`config.mk`:
```
export PLATFORM = sky130hd
export DESIGN_NAME = team_06_adc_to_i2s_rx
export DESIGN_NICKNAME = d
export VERILOG_FILES = /design/src/rtl/team_06_adc_to_i2s_rx.sv
export SDC_FILE = /design/constraint.sdc
export NUM_CORES = 1
export LEC_CHECK = 0
export CAP_MARGIN = 10
export CORE_MARGIN = 10
export CORE_UTILIZATION = 45
export CTS_CLUSTER_DIAMETER = 150
export DETAILED_ROUTE_END_ITERATION = 10
export GPL_ROUTABILITY_DRIVEN = 0
export PLACE_DENSITY_LB_ADDON = 0.1
export SLEW_MARGIN = 30
export SYNTH_ARGS = -nofsm -noshare
export SYNTH_HDL_FRONTEND = slang
export SYNTH_SLANG_ARGS = --single-unit
```
`constraint.sdc`:
```
create_clock -name clk -period 2.01 [get_ports clk]
set_input_delay 0.3015 -clock clk [delete_from_list [all_inputs] [get_ports clk]]
set_output_delay 0.3015 -clock clk [all_outputs]
set_load 0.1 [all_outputs]
```
`src/rtl/team_06_adc_to_i2s_rx.sv`:
```
// rtl/team_06_adc_to_i2s_rx.sv - I2S receiver: generates sclk/ws, captures stereo frames from an ADC
module team_06_adc_to_i2s_rx #(
  parameter int WIDTH   = 16,
  parameter int CLK_DIV = 4
) (
  input  logic             clk,
  input  logic             rst,
  input  logic             en,
  input  logic             serial_in,
  output logic             sclk,
  output logic             ws,
  output logic [WIDTH-1:0] left_out,
  output logic [WIDTH-1:0] right_out,
  output logic             sample_valid,
  input  logic             sample_ack,
  output logic             overrun
);

  localparam int DW = (CLK_DIV > 1) ? $clog2(CLK_DIV) : 1;
  localparam int BW = (WIDTH > 1) ? $clog2(WIDTH) : 1;
  localparam logic [DW-1:0] DIV_LAST = DW'(CLK_DIV - 1);
  localparam logic [BW-1:0] BIT_LAST = BW'(WIDTH - 1);

  logic [DW-1:0]    div_cnt;
  logic [BW-1:0]    bit_cnt;
  logic [WIDTH-1:0] shift_reg;
  logic [WIDTH-1:0] left_hold;
  logic             primed;

  logic             tick;
  logic             rise_evt;
  logic             fall_evt;
  logic             slot_start;
  logic             frame_done;
  logic [WIDTH-1:0] shift_next;

  // Event decode: a tick toggles sclk, its direction decides rise or fall.
  always_comb begin
    tick       = en && (div_cnt == DIV_LAST);
    rise_evt   = tick && !sclk;
    fall_evt   = tick && sclk;
    shift_next = {shift_reg[WIDTH-2:0], serial_in};
    // Bit index 0 of a slot carries the LSB of the previous slot (I2S one-bit delay).
    slot_start = rise_evt && (bit_cnt == '0) && primed;
    frame_done = slot_start && !ws;
  end

  // Clock divider producing sclk; disabled engine parks sclk low.
  always_ff @(posedge clk or posedge rst) begin
    if (rst) begin
      div_cnt <= '0;
      sclk    <= 1'b0;
    end else if (!en) begin
      div_cnt <= '0;
      sclk    <= 1'b0;
    end else if (tick) begin
      div_cnt <= '0;
      sclk    <= ~sclk;
    end else begin
      div_cnt <= div_cnt + DW'(1);
    end
  end

  // Slot counter on sclk falls: toggles ws each WIDTH bits, primes after the first left slot.
  always_ff @(posedge clk or posedge rst) begin
    if (rst) begin
      bit_cnt <= '0;
      ws      <= 1'b0;
      primed  <= 1'b0;
    end else if (!en) begin
      bit_cnt <= '0;
      ws      <= 1'b0;
      primed  <= 1'b0;
    end else if (fall_evt) begin
      if (bit_cnt == BIT_LAST) begin
        bit_cnt <= '0;
        ws      <= ~ws;
        if (!ws) begin
          primed <= 1'b1;
        end
      end else begin
        bit_cnt <= bit_cnt + BW'(1);
      end
    end
  end

  // Serial shift on sclk rises; the completed left word is parked until the right word lands.
  always_ff @(posedge clk or posedge rst) begin
    if (rst) begin
      shift_reg <= '0;
      left_hold <= '0;
    end else if (!en) begin
      shift_reg <= '0;
    end else if (rise_evt) begin
      shift_reg <= shift_next;
      if (slot_start && ws) begin
        left_hold <= shift_next;
      end
    end
  end

  // Frame presentation, valid/ack handshake and sticky overrun.
  always_ff @(posedge clk or posedge rst) begin
    if (rst) begin
      left_out     <= '0;
      right_out    <= '0;
      sample_valid <= 1'b0;
      overrun      <= 1'b0;
    end else begin
      if (frame_done) begin
        left_out     <= left_hold;
        right_out    <= shift_next;
        sample_valid <= 1'b1;
        if (sample_valid && !sample_ack) begin
          overrun <= 1'b1;
        end
      end else if (sample_valid && sample_ack) begin
        sample_valid <= 1'b0;
      end
      if (!en) begin
        overrun <= 1'b0;
      end
    end
  end

endmodule
```
==> results_dict.tcl <==
set metrics [dict create \
    powerDensity_nw_per_um2 767.7 \
    cts_root_buffer "clkbuf_8" \
    min_period_ns 1.869 \
    vias 1772 \
    hold_path.class "input port to asynchronous set/reset pin" \
    drive_gt1_share_pct 40.44 \
    finalSetupViolations 0 \
    dieArea_um2 10290 \
    postRouteAntennaNets 0 \
    multiInputGateArea_um2 1028 \
    cts_buffer_depth 2 \
    die_w_um 101.5 \
    cts_made_buffers 9 \
    fp-row-count 29 \
    worst_pin_slew_ns 0.4127 \
    cts.clk_slew.worst_paths_ns 0.07 \
    mostFrequentLayoutCell "dfrtp_1" \
    worstPathArrival_ns 2.08 \
    fillers 548 \
    netlist_instances 221 \
    wl_mm 5.395 \
    avgSynthCellArea_um2 13.51 \
    dp_hpwl_mm 3.684 \
    synth_seq_area_share_pct 62.03 \
    tns_ns 0 \
    ir_drop_v 0.0003602 \
    core_area_um2 6386 \
    drt_iter0_drc 36 \
    synth_ff_type "dfrtp_1" \
    grt_usage_pct 11.50 \
    firstDrtPassIters 3 \
    grt_pass1_wl_mm 9.501 \
    synth-edff-count 0 \
    viasPerCell 5.077 \
    cap_violations 0 \
    reg.largest.list "left_hold x16, left_out x16, right_out x16" \
    synthesis.nets 229 \
    clock_latency_ns 0.33 \
    antenna_found_initial 0 \
    die_h_um 101.5 \
    critical_path_peak_fanout 7 \
    cts_resized 0 \
    boundaryPins 41 \
    seqCellArea_um2 1854 \
    start_kind "flip-flop" \
    cts_tree "yes" \
    postCtsHoldBufs 0 \
    drc 0 \
    port_buffers 40 \
    cts-htree-levels 3 \
    grt_pass1_vias 1894 \
    syn_area_um2 2985 \
    routedWlPerCell_um 15.46 \
    max-slew-margin-rel_pct 72.43 \
    area_growth_pct 21.58 \
    hold_viol_final 0 \
    yosysWarnings 0 \
    final_cell_mix "72 x dfrtp_1, 41 x buf_4, 38 x mux2_2" \
    initial_core_util_pct 46.75 \
    grt_overflow 0 \
    postCtsSetupRepairBufs 0 \
    grt_max_degree 32 \
    min_period_over_period_pct 92.98 \
    nets 276 \
    required_ns 2.23 \
    diodes 0 \
    max_freq_ghz 0.5351 \
    cts_num_sinks 74 \
    synth_cell_types 30 \
    total_power_w 0.002787 \
    ys_ff_latch 74 \
    endpoint_kind "flip-flop" \
    fin_skew_ns 0.007289 \
    drv_slew 0 \
    synthArstFlopShare_pct 100.0 \
    p_leak_nw 1.850 \
    path_class "flip-flop to flip-flop" \
    rsz0062_at_grt "false" \
    status "finished, final reports clean" \
    final_core_util_pct 56.84 \
]
==> where the power goes <==
group | internal [W] | switching (W) | leakage [nW]
registers | 0.00150 | 0.00000709 | 1.03
logic | 0.0000316 | 0.0000675 | 0.721
clock network | 0.000692 | 0.000492 | 0.100
total | 0.00222 | 0.000566 | 1.85
==> per-layer routing <==
layer | part of all wire (%) | vias to the layer above | wire (um) | GRT usage [%]
met3 | 5.5 | 9 | 298 | 3.812
met4 | 1.5 | 0 | 82 | 5.788
li1 | - | 848 | - | -
met1 | 45 | 886 | 2413 | 14.29
met5 | 0 | - | 0 | 0
met2 | 48 | 29 | 2600 | 17.53
==> stage by stage <==
stage,std cells,instance area [um^2],setup slack (ns),hold WS [ns]
final,349,3630,0.1410,0.3176
after CTS,349,3630,0.1308,0.3148
after global placement,334,3430,0.09919,0.4285
after detailed placement,334,3430,0.08663,0.4406
after floorplan,221,2992,0.02437,0.4139
after global routing,349,3630,0.02195,0.3399
==> final timing paths <==
path,end,slack (ns),start,cells after the start
min reg2reg,div_cnt[0]$_DFF_PP0_,0.44,div_cnt[0]$_DFF_PP0_,1
min,left_out[14]$_DFFE_PP0P_,0.32,rst,2
max in group asynchronous,ws$_DFFE_PP0P_,1.21,rst,3
min in group clk,div_cnt[0]$_DFF_PP0_,0.44,div_cnt[0]$_DFF_PP0_,1
max,left_hold[13]$_DFFE_PP0P_,0.14,bit_cnt[0]$_DFFE_PP0P_,6
max reg2reg,left_hold[13]$_DFFE_PP0P_,0.14,bit_cnt[0]$_DFFE_PP0P_,6
==> synth_stat cells (2+ instances only) <==
master | instances | area share [%]
a21boi_0 | 2 | 0.50
and2_1 | 4 | 0.84
buf_4 | 3 | 0.75
buf_6 | 2 | 0.75
clkbuf_1 | 6 | 0.75
dfrtp_1 | 74 | 62
ha_1 | 3 | 1.3
inv_1 | 5 | 0.63
mux2_2 | 38 | 14
mux2_4 | 10 | 5.0
nand2_1 | 36 | 4.5
nand3_1 | 4 | 0.67
o211ai_1 | 2 | 0.50
o21ai_0 | 16 | 2.7
==> cell families after synthesis <==
logic type | after synthesis | synth area share (%)
simple gates | 53 | 8.592
flops | 74 | 62.03
compound gates | 23 | 4.442
xor+xnor | 2 | 0.5869
buf+inv | 18 | 3.730
mux | 48 | 19.36
fa+ha+maj | 3 | 1.257
==> worst max-delay path, cell delays in order (launching register included) <==
cell and delay, ns:
dfrtp_1 0.43, inv_1 0.09, ha_1 0.16, nand4bb_1 0.17, or3_1 0.41, buf_4 0.20, mux2_4 0.30
==> area by class of cell <==
type | instances | share of cell area [%]
multi-input combinational | 129 | 28.34
tap | 77 | 2.654
clock inverter | 3 | 1.792
inverter | 5 | 0.6205
timing repair buffer | 49 | 11.79
clock buffer | 12 | 3.723
sequential | 74 | 51.09
Power figures use the tool's default switching activity.
